## src/rtl/regfile_dump.sv

```systemverilog
// ----------------------------------------------------------------------------
// regfile_dump
//
// Debug read-out engine for the general-purpose register file. On a start
// request it asks ctrl to halt the pipeline. Once the pipeline is halted it
// walks the register file's second read port from START_ADDR to END_ADDR and
// streams each register value out over a valid/ready interface to the
// debug/UART bridge.
//
// Optional feature macro: DUMP_CHECKSUM_EN
//   defined   : one extra trailing beat that carries the XOR of every dumped
//               value (dump_csum=1, dump_last=1 on that beat).
//   undefined : no checksum state or register; dump_last marks the END_ADDR beat.
//
// Ports
//   clk, rst     : clock and synchronous active-high reset
//   start, abort : begin a dump (taken only when idle) / cancel a dump
//   halted       : pipeline frozen and WB drained (from ctrl)
//   stallreq     : pipeline hold request to ctrl
//   re, raddr    : register file read enable / address (second read port)
//   rdata        : register file read data, same-cycle combinational
//   dump_valid, dump_ready                     : output beat handshake
//   dump_addr, dump_data, dump_csum, dump_last : output beat payload
//   busy, done   : engine not idle / one-cycle pulse on normal completion
// ----------------------------------------------------------------------------
module regfile_dump #(
    parameter int START_ADDR = 0,
    parameter int END_ADDR   = 31
) (
    input  logic        clk,
    input  logic        rst,
    input  logic        start,
    input  logic        abort,
    input  logic        halted,
    output logic        stallreq,
    output logic        re,
    output logic [4:0]  raddr,
    input  logic [31:0] rdata,
    output logic        dump_valid,
    input  logic        dump_ready,
    output logic [4:0]  dump_addr,
    output logic [31:0] dump_data,
    output logic        dump_csum,
    output logic        dump_last,
    output logic        busy,
    output logic        done
);

    localparam logic        ReadEnable  = 1'b1;
    localparam logic        ReadDisable = 1'b0;
    localparam logic [31:0] ZeroWord    = 32'h0000_0000;

    localparam logic [4:0] START_PTR = 5'(START_ADDR);
    localparam logic [4:0] END_PTR   = 5'(END_ADDR);

    localparam logic [2:0] IDLE = 3'd0;
    localparam logic [2:0] REQ  = 3'd1;
    localparam logic [2:0] READ = 3'd2;
    localparam logic [2:0] SEND = 3'd3;
`ifdef DUMP_CHECKSUM_EN
    localparam logic [2:0] CSUM = 3'd4;
`endif
    localparam logic [2:0] DONE = 3'd5;

    logic [2:0]  state;
    logic [2:0]  state_next;
    logic [4:0]  ptr;
    logic [4:0]  addr_q;
    logic [31:0] data_q;
    logic        last_q;
`ifdef DUMP_CHECKSUM_EN
    logic [31:0] csum_q;
`endif

    logic read_active;
    logic capture;
    logic handshake;
    logic at_end;

    // The read port is only driven while we own it: in READ with the
    // pipeline confirmed halted.
    assign read_active = (state == READ) && halted;
    assign capture     = read_active && !abort;
    assign handshake   = dump_valid && dump_ready;
    // Compare before increment so END_ADDR=31 ends without the pointer wrapping.
    assign at_end      = (ptr == END_PTR);

    assign re        = read_active ? ReadEnable : ReadDisable;
    assign raddr     = read_active ? ptr : 5'd0;
    assign busy      = (state != IDLE);
    assign done      = (state == DONE);
    assign stallreq  = (state != IDLE) && (state != DONE);
    assign dump_addr = addr_q;
    assign dump_data = data_q;
    assign dump_last = last_q;
`ifdef DUMP_CHECKSUM_EN
    assign dump_valid = (state == SEND) || (state == CSUM);
    assign dump_csum  = (state == CSUM);
`else
    assign dump_valid = (state == SEND);
    assign dump_csum  = 1'b0;
`endif

    // Next-state decode. Abort overrides everything, including a start
    // request seen in IDLE.
    always_comb begin
        state_next = state;
        if (abort) begin
            state_next = IDLE;
        end else begin
            case (state)
                IDLE: if (start)  state_next = REQ;
                REQ:  if (halted) state_next = READ;
                READ: if (halted) state_next = SEND;
                SEND: begin
                    if (handshake) begin
                        if (at_end) begin
`ifdef DUMP_CHECKSUM_EN
                            state_next = CSUM;
`else
                            state_next = DONE;
`endif
                        end else begin
                            state_next = READ;
                        end
                    end
                end
`ifdef DUMP_CHECKSUM_EN
                CSUM: if (handshake) state_next = DONE;
`endif
                DONE:    state_next = IDLE;
                default: state_next = IDLE;
            endcase
        end
    end

    // State, pointer and beat registers. The beat payload is written only on
    // capture (and on entry to the checksum beat), so it holds steady while
    // the consumer stalls.
    always_ff @(posedge clk) begin
        if (rst) begin
            state  <= IDLE;
            ptr    <= 5'd0;
            addr_q <= 5'd0;
            data_q <= ZeroWord;
            last_q <= 1'b0;
`ifdef DUMP_CHECKSUM_EN
            csum_q <= ZeroWord;
`endif
        end else begin
            state <= state_next;
            if ((state == IDLE) && start && !abort) begin
                ptr <= START_PTR;
`ifdef DUMP_CHECKSUM_EN
                csum_q <= ZeroWord;
`endif
            end
            if (capture) begin
                data_q <= rdata;
                addr_q <= ptr;
`ifdef DUMP_CHECKSUM_EN
                last_q <= 1'b0;
                csum_q <= csum_q ^ rdata;
`else
                last_q <= at_end;
`endif
            end
            if ((state == SEND) && handshake && !abort) begin
                if (!at_end) begin
                    ptr <= ptr + 5'd1;
                end
`ifdef DUMP_CHECKSUM_EN
                else begin
                    data_q <= csum_q;
                    addr_q <= 5'd0;
                    last_q <= 1'b1;
                end
`endif
            end
        end
    end

endmodule

```

## config.mk

```make
export PLATFORM = sky130hd
export DESIGN_NAME = regfile_dump
export DESIGN_NICKNAME = d
export VERILOG_FILES = /design/src/rtl/regfile_dump.sv
export SDC_FILE = /design/constraint.sdc
export NUM_CORES = 1
export LEC_CHECK = 0
export BUFFER_PORTS_ARGS = -buffer_cell sky130_fd_sc_hd__buf_2
export CORE_MARGIN = 3
export CORE_UTILIZATION = 42
export DETAILED_ROUTE_END_ITERATION = 8
export GPL_ROUTABILITY_DRIVEN = 1
export HOLD_SLACK_MARGIN = 0.06
export PLACE_DENSITY = 0.75
export SETUP_SLACK_MARGIN = 0.02
export SYNTH_ARGS = -nofsm -noshare
export SYNTH_HDL_FRONTEND = slang
export SYNTH_SLANG_ARGS = --single-unit
```

## constraint.sdc

```tcl
create_clock -name clk -period 2.08 [get_ports clk]
set_input_delay 0.104 -clock clk [delete_from_list [all_inputs] [get_ports clk]]
set_output_delay 0.104 -clock clk [all_outputs]
set_load 0.05 [all_outputs]
```

==> impl_metrics.csv, run 1 <==
group,metric,value,unit
setup_path,crit_family,"simple AND/OR/NAND/NOR gates",
yosys,synth-edff-count,0,
final_layout,areaGrowthSynthToFinish,45.9,%
power,ir_drop,0.310,mV
clock_network,clock-sinks,46,
yosys,yosysWarnings,0,
floorplanning,placementRows,24,
route,route.detailed.drc,0,
placed_design,dpl.hpwl,3670,µm
sta,fmax,0.482,GHz
yosys,synth_area,0.00198,mm²
floorplanning,initial_core_util,44.6,%
yosys,ys_types,31,
route,wirelength,5820,µm
yosys,synth_area_leader_cell,"dfxtp_1",
clock_network,cts_tree,"done",
yosys,seq_area_frac_synth,46.4,%
route,detail_route.wl_per_cell,14.4,µm
floorplanning,core_area,0.00444,mm²
setup_path,crit_path_end_kind,"register",
sta,setup_viol,0,
global_route,antenna_found_initial,0,
sta,tightest_slew,837,ps
yosys,avgSynthCellArea,8.09,µm²
clock_network,clockBufferDepth,2,
power,p_per_area,596,mW/mm²
route,firstDrtPassIters,4,
power,p_leak,1.23,nW
placed_design,portBuffers,85,
global_route,grt_first_pass_wirelength,8790,µm
setup_path,crit_fanout,4,
floorplanning,die_area,0.00558,mm²
route,ant_nets,0,
yosys,syn_inst,245,
setup_path,path_common_cell,"ha_4",
yosys,yosysTopAreaCellShare,46.4,%
global_route,grt_start_max_net_pins,48,
floorplanning,num_io_pins,87,
yosys,synth_area_leaders,"dfxtp_1 46%, a21oi_1 10%, nand3_1 10%",
floorplanning,die_y,74.7,µm
route,vias,2219,
clock_network,htreeDepth,2,
setup_path,crit_chain,"ha_4 -> and3_4 -> ha_4 -> or4b_4 -> buf_6 -> or4_1 -> o21ai_1",
global_route,grt.total_usage,19.8,%
sta,layout_setup_ws,3.56,ps
clock_network,root_buffer,"clkbuf_8",
global_route,grt.overflow.total,0,
sta,maxSlewHeadroom,44.2,%
setup_path,worst-path-buf-inv,1,
yosys,yosys.cell_count.top_type,"dfxtp_1",
yosys,synth_seq_cells,46,
floorplanning,fp.dieW,74.7,µm
sta,period_minus_slack,2080,ps
setup_path,crit_slowest_cell,"or4b_4",
run,max_cap_violations,0,
final_layout,diodes,0,
setup_path,crit_arrival,2290,ps
clock_network,numCtsBuffers,5,
setup_path,critPathKind,"register to register",
yosys,syn_nets,285,
yosys,synth_top_flop_cell,"dfxtp_1",
power,p_total,1.72,mW
clock_network,clk_pin_slew,80,ps
global_route,grt_pass1_vias,1966,
setup_path,required,2300,ps
setup_path,slowest_delay,560,ps
final_layout,final_nets,392,
yosys,netlist_top_cells_count,"46 x dfxtp_1, 41 x a21oi_1, 41 x nand3_1, 39 x o21ai_0, 21 x clkbuf_1",
route,avgViaCountPerCell,5.48,
route,first_iter_violations,126,
clock_network,worstSkewPairLatency,290,ps
status,outcome,"complete, no violations",
placed_design,gp_congestion,0.812,
sta,timing_hold_violations_final,0,
sta,period_share,99.8,%
sta,finalSetupTns,0,ps
final_layout,drive_gt1_share,33.4,%
sta,clock_skew,8.84,ps
sta,slew_violations,0,
min_path,hold_path.class,"input pin to register",
placed_design,place_ws,42.6,ps
setup_path,startpoint_type,"register",
yosys,async_reset_ff_share,0,%
sta,rsz0062_at_grt,"true",
logic make-up after synthesis:
| family | synth area share [%] |
|---|---|
| other | 0.189 |
| XOR/XNOR | 0.442 |
| flip-flops | 46.4 |
| adder cells (fa/ha/maj) | 1.26 |
| AO/OA/AOI/OAI | 24.5 |
| AND/OR/NAND/NOR | 21.5 |
| buffers and inverters | 5.68 |
report_power, final:
group | switching, mW | internal (mW)
registers | 0.00217 | 0.883
clock network | 0.290 | 0.360
logic | 0.106 | 0.0824
placed cells by master (no fill, tap or decap), drive strengths merged, types with 3 or more instances in the layout:
cell type	Yosys	routed
and2	8	8
o21ai	39	39
dlygate4sd3	0	23
nand2b	5	5
clkbuf	21	7
nor2b	3	3
o221ai	3	3
nor3	3	3
buf	4	102
nand2	3	3
inv	3	3
nand3	41	41
dfxtp	46	46
a21oi	41	41
or3	3	3
timing repair:
| item | 4_1_cts | 5_1_grt |
|---|---|---|
| resized for setup | 0 | 9 |
| buffers inserted | 0 | 2 |
| setup endpoints to repair | 0 | 1 |
| hold buffers | 22 | 1 |
| endpoints found under the hold margin | 22 | 1 |
state kept, by name (all words and copies together) (netlist names):
signal	count
dump_last	1
state	3
dump_addr	5
dump_data	32
ptr	5
stage by stage:
step / std cells / util, % / cell area, µm² / hold slack [ps]
finish: 405 / 65.1 / 2890 / 58.2
global route: 405 / 65.1 / 2890 / 68.3
global placement: 372 / 56.3 / 2500 / 357
CTS: 402 / 63.6 / 2830 / 60.6
floorplan: 245 / - / 1990 / 252
detailed placement: 372 / 56.3 / 2500 / 364
final timing paths:
kind,slack [ps],cells after the start,to,from
min,60,3,dump_data[12]$_SDFFE_PP0P_,rdata[12]
max reg2reg,4,7,ptr[0]$_SDFF_PP0_,ptr[1]$_SDFF_PP0_
max,4,7,ptr[0]$_SDFF_PP0_,ptr[1]$_SDFF_PP0_
min reg2reg,470,2,dump_data[9]$_SDFFE_PP0P_,dump_data[9]$_SDFFE_PP0P_
routing by layer:
metal  track usage, %  wire length, µm
met5                0                0
met4             6.92               67
met3             3.60              314
met2             34.0             2890
met1             24.8             2550
final cells by class:
class,instances,area [µm²]
clock inverter,1,30.0
sequential,46,923
multi-input combinational,171,1000
tap,52,65.1
inverter,3,11.3
clock buffer,7,76.3
timing repair buffer,125,787
fill,383,1550
worst register-to-register path, cell delays in order (launching register included):
cell	delay, ps
dfxtp_2	340
ha_4	160
and3_4	180
ha_4	150
or4b_4	560
buf_6	140
or4_1	390
o21ai_1	90
No activity file was read; power rests on OpenSTA's default activity.
==> run 2, diff against run 1 <==
CORE_UTILIZATION = 48   (was 42)
PLACE_DENSITY = 0.81   (was 0.75)
clock period = 2.5 ns   (was 2.08 ns; I/O delays follow)
==> impl_metrics.csv, run 2 (synthesis results as in run 1) <==
group,metric,value,unit
floorplanning,core_area,0.00383,mm²
status,outcome,"complete, no violations",
sta,layout_setup_ws,159,ps
global_route,grt.total_usage,21.1,%
setup_path,crit_start,"ptr[0]$_SDFF_PP0_",
placed_design,gp_congestion,0.848,
power,netSwitchingPower,0.312,mW
sta,clock_skew,5.01,ps
power,pwr-share-comb,9.0,%
route,route.detailed.drc,0,
sta,setup_viol,0,
clock_network,clock-sinks,46,
floorplanning,die_area,0.00494,mm²
setup_path,r2r_cells,6,
route,avgViaCountPerCell,5.66,
clock_network,postCtsSetupRepairBufs,0,
run,max_cap_violations,0,
power,p_int,0.997,mW
sta,slew_violations,0,
route,firstDrtPassIters,4,
setup_path,r2r_setup_slack,160,ps
setup_path,critPathKind,"register to register",
setup_path,crit_slowest_cell,"or4b_4",
clock_network,cts_tree,"done",
setup_path,startpoint_type,"register",
route,wirelength,5370,µm
final_layout,final_nets,358,
clock_network,clockBufferDepth,2,
placed_design,portBuffers,85,
global_route,grt_start_max_net_pins,48,
final_layout,diodes,0,
sta,finalSetupTns,0,ps
route,detail_route.wl_per_cell,14.6,µm
global_route,grt_pass1_vias,1907,
route,ant_nets,0,
sta,tightest_slew,846,ps
final_layout,areaGrowthSynthToFinish,26.8,%
global_route,grt_first_pass_wirelength,8570,µm
min_path,worstHoldStart,"rdata[31]",
sta,timing_hold_violations_final,0,
clock_network,root_buffer,"clkbuf_8",
placed_design,dpl.hpwl,3560,µm
placed_design,place_ws,177,ps
power,p_seq_share,56.5,%
floorplanning,placementRows,22,
min_path,whs_endpoint,"dump_data[31]$_SDFFE_PP0P_",
power,p_per_area,520,mW/mm²
setup_path,crit_path_end_kind,"register",
sta,rsz0062_at_grt,"false",
floorplanning,fp.dieW,70.3,µm
sta,period_minus_slack,2340,ps
power,p_clk_share,34.5,%
clock_network,ctsResizeCount,0,
final_layout,largest_reg_flops,32,
global_route,grt.overflow.total,0,
clock_network,htreeDepth,2,
min_path,hold_path.class,"input pin to register",
sta,fmax,0.427,GHz
final_layout,drive_gt1_share,31.7,%
clock_network,worstSkewPairLatency,290,ps
floorplanning,initial_core_util,51.8,%
setup_path,regToRegEndpoint,"ptr[3]$_SDFF_PP0_",
power,p_sw_share,23.8,%
sta,period_share,93.6,%
floorplanning,num_io_pins,87,
final_layout,final_common_cell,"buf_2",
power,ir_drop,0.387,mV
clock_network,numCtsBuffers,5,
final_layout,layout_common_cells,"85 x buf_2, 46 x dfxtp_1, 41 x nand3_1, 41 x a21oi_1, 39 x o21ai_0",
setup_path,crit_arrival,2550,ps
clock_network,postCtsHoldBufs,0,
setup_path,required,2710,ps
setup_path,path_common_cell,"ha_1",
route,first_iter_violations,134,
route,vias,2078,
setup_path,r2r-start,"ptr[0]$_SDFF_PP0_",
setup_path,crit_fanout,6,
clock_network,clk_pin_slew,80,ps
global_route,antenna_found_initial,0,
floorplanning,die_y,70.3,µm
power,p_leak,1.07,nW
setup_path,crit_chain,"ha_1 -> and3_1 -> ha_1 -> or4b_4 -> or4_1 -> a31oi_1",
sta,maxSlewHeadroom,43.6,%
setup_path,slowest_delay,590,ps
min_path,holdPathStages,3,
-- run 2: cell types whose count changed in the layout (fill, tap and decap cells not counted), sizes merged --
cell / change
dlygate4sd3: -23
clkinv: +1
bufinv: -1
buf: -11
-- run 2: worst max path at each step --
stage               cells past startpoint                 to  slack (ps)
floorplan                               3           stallreq         110
global placement                        6  ptr[3]$_SDFF_PP0_         290
detailed placement                      6  ptr[3]$_SDFF_PP0_         180
CTS                                     6  ptr[3]$_SDFF_PP0_         160
global route                            6  ptr[3]$_SDFF_PP0_          70
finish                                  6  ptr[3]$_SDFF_PP0_         160
-- run 2: power by group through the flow --
stage	registers [mW]	logic [mW]	clock network, mW
floorplan	0.759	0.0661	0
global placement	0.756	0.116	0
detailed placement	0.756	0.117	0
CTS	0.739	0.117	0.464
global route	0.739	0.128	0.494
finish	0.739	0.118	0.452
-- run 2: layout make-up --
cell class	count	area [µm²]
Clock buffer	7	86.3
Clock inverter	1	5.00
Fill cell	362	1310
Inverter	3	11.3
Multi-Input combinational cell	171	960
Sequential cell	46	921
Tap cell	48	60.1
Timing Repair Buffer	91	470
-- run 2: metrics by stage --
| step | hold WS, ps | std cells | total power, mW | util, % | instance area (µm²) |
|---|---|---|---|---|---|
| floorplan | 273 | 245 | 0.825 | - | 1990 |
| global placement | 378 | 359 | 0.872 | 63.3 | 2420 |
| detailed placement | 384 | 359 | 0.873 | 63.3 | 2420 |
| CTS | 62.0 | 367 | 1.32 | 65.7 | 2510 |
| global route | 62.1 | 367 | 1.36 | 65.7 | 2510 |
| finish | 69.9 | 367 | 1.31 | 65.7 | 2510 |
-- run 2: layer usage --
layer,global-route usage [%],share of wire (%)
met5,0,0
met2,35.9,48
met3,3.45,5.4
met4,10.0,1.8
met1,25.6,44
-- run 2: worst max-delay path: cells and delay by family, from the launching register on --
kind	cells	cell delay, ps
adders and majority gates	2	480
and+or+nand+nor	3	1270
AOI/OAI and AO/OA	1	160
DFF	1	360
==> run 3, diff against run 2 <==
CORE_UTILIZATION = 47   (was 48)
PLACE_DENSITY = 0.79   (was 0.81)
clock period = 2.37 ns   (was 2.5 ns; I/O delays follow)
==> impl_metrics.csv, run 3 (synthesis results as in run 1) <==
group,metric,value,unit
final_layout,areaGrowthSynthToFinish,28.3,%
power,netSwitchingPower,0.321,mW
clock_network,clock-sinks,46,
global_route,grt_first_pass_wirelength,8240,µm
floorplanning,placementRows,22,
final_layout,drive_gt1_share,32.5,%
clock_network,numCtsBuffers,5,
route,firstDrtPassIters,4,
global_route,grt_start_max_net_pins,48,
sta,tightest_slew,876,ps
run,max_cap_violations,0,
setup_path,crit_arrival,2460,ps
final_layout,final_common_cell,"buf_2",
setup_path,critPathKind,"register to register",
route,vias,2054,
power,p_clk_share,34.2,%
route,first_iter_violations,112,
power,p_sw_share,23.3,%
sta,timing_hold_violations_final,0,
placed_design,placedInstanceArea,0.00245,mm²
setup_path,required,2580,ps
power,p_seq_share,56.7,%
floorplanning,fp.dieW,71.0,µm
power,p_per_area,540,mW/mm²
power,p_int,1.05,mW
sta,maxSlewHeadroom,41.6,%
floorplanning,num_io_pins,87,
sta,fmax,0.445,GHz
sta,setup_viol,0,
sta,period_share,94.7,%
clock_network,cts_tree,"done",
global_route,grt.total_usage,19.8,%
global_route,grt_pass1_vias,1814,
floorplanning,die_y,71.0,µm
final_layout,diodes,0,
global_route,antenna_found_initial,0,
status,outcome,"complete, no violations",
final_layout,final_nets,362,
final_layout,largest_reg_flops,32,
setup_path,startpoint_type,"register",
placed_design,gp_congestion,0.894,
route,avgViaCountPerCell,5.54,
clock_network,clk_pin_slew,80,ps
route,ant_nets,0,
power,ir_drop,0.416,mV
setup_path,crit_path_end_kind,"register",
clock_network,htreeDepth,2,
sta,finalSetupTns,0,ps
clock_network,ctsResizeCount,0,
sta,slew_violations,0,
route,route.detailed.drc,0,
clock_network,worstSkewPairLatency,290,ps
min_path,hold_path.class,"input pin to register",
sta,rsz0062_at_grt,"false",
placed_design,portBuffers,85,
sta,clock_skew,6.86,ps
sta,holdWs,71.0,ps
route,wirelength,5070,µm
clock_network,clockBufferDepth,2,
clock_network,postCtsSetupRepairBufs,0,
global_route,grt.overflow.total,0,
floorplanning,die_area,0.00503,mm²
power,pwr-share-comb,9.1,%
placed_design,dpl.hpwl,3470,µm
route,detail_route.wl_per_cell,13.7,µm
final_layout,fillers,373,
setup_path,crit_fanout,6,
final_layout,final_area,0.00254,mm²
floorplanning,initial_core_util,51.5,%
final_layout,layout_common_cells,"85 x buf_2, 46 x dfxtp_1, 41 x nand3_1, 41 x a21oi_1, 39 x o21ai_0",
clock_network,root_buffer,"clkbuf_8",
power,p_leak,1.09,nW
floorplanning,core_area,0.00385,mm²
sta,period_minus_slack,2250,ps
clock_network,postCtsHoldBufs,0,
-- run 3: cell type report --
class | instances | area [µm²] | share of cell area, %
Sequential cell | 46 | 921 | 36.2
Clock buffer | 7 | 86.3 | 3.39
Clock inverter | 1 | 5.00 | 0.197
Inverter | 3 | 11.3 | 0.443
Timing Repair Buffer | 95 | 500 | 19.7
Tap cell | 48 | 60.1 | 2.36
Multi-Input combinational cell | 171 | 960 | 37.7
-- run 3: metrics by stage --
stage          power (mW)  instances  util (%)  setup WS [ps]
5_1_grt              1.44        371      66.0           39.4
6_report             1.37        371      66.0            125
4_1_cts              1.39        371      66.0            136
3_5_place_dp        0.923        363      63.6            159
3_3_place_gp        0.921        363      63.6            208
2_1_floorplan       0.870        245         -            226
-- run 3: critical path: stages, from the launching register on --
cell and delay (ps):
dfxtp_1 310, ha_1 210, and3_1 190, ha_1 250, or4b_4 600, or4_1 480, a31oi_1 130
-- run 3: path summary, 6_finish.rpt --
check / start / end / slack (ps) / depth (start not counted)
worst min-delay path: rdata[26] / dump_data[26]$_SDFFE_PP0P_ / 70 / 3
worst min register to register: dump_data[31]$_SDFFE_PP0P_ / dump_data[31]$_SDFFE_PP0P_ / 470 / 2
worst max register to register: ptr[0]$_SDFF_PP0_ / ptr[3]$_SDFF_PP0_ / 120 / 6
worst max-delay path: ptr[0]$_SDFF_PP0_ / ptr[3]$_SDFF_PP0_ / 120 / 6
-- run 3: layer usage --
layer / routed length, µm / vias up / track usage (%)
li1: - / 1033 / -
met1: 2270 / 954 / 25.9
met2: 2450 / 63 / 32.1
met3: 308 / 4 / 4.40
met4: 34 / 0 / 6.89
met5: 0 / - / 0
-- run 3: power by group through the flow --
stage          Clock, mW  Combinational [mW]  Sequential, mW
3_5_place_dp           0               0.125           0.797
2_1_floorplan          0              0.0699           0.800
6_report           0.469               0.125           0.779
4_1_cts            0.487               0.125           0.779
3_3_place_gp           0               0.124           0.797
5_1_grt            0.525               0.137           0.780
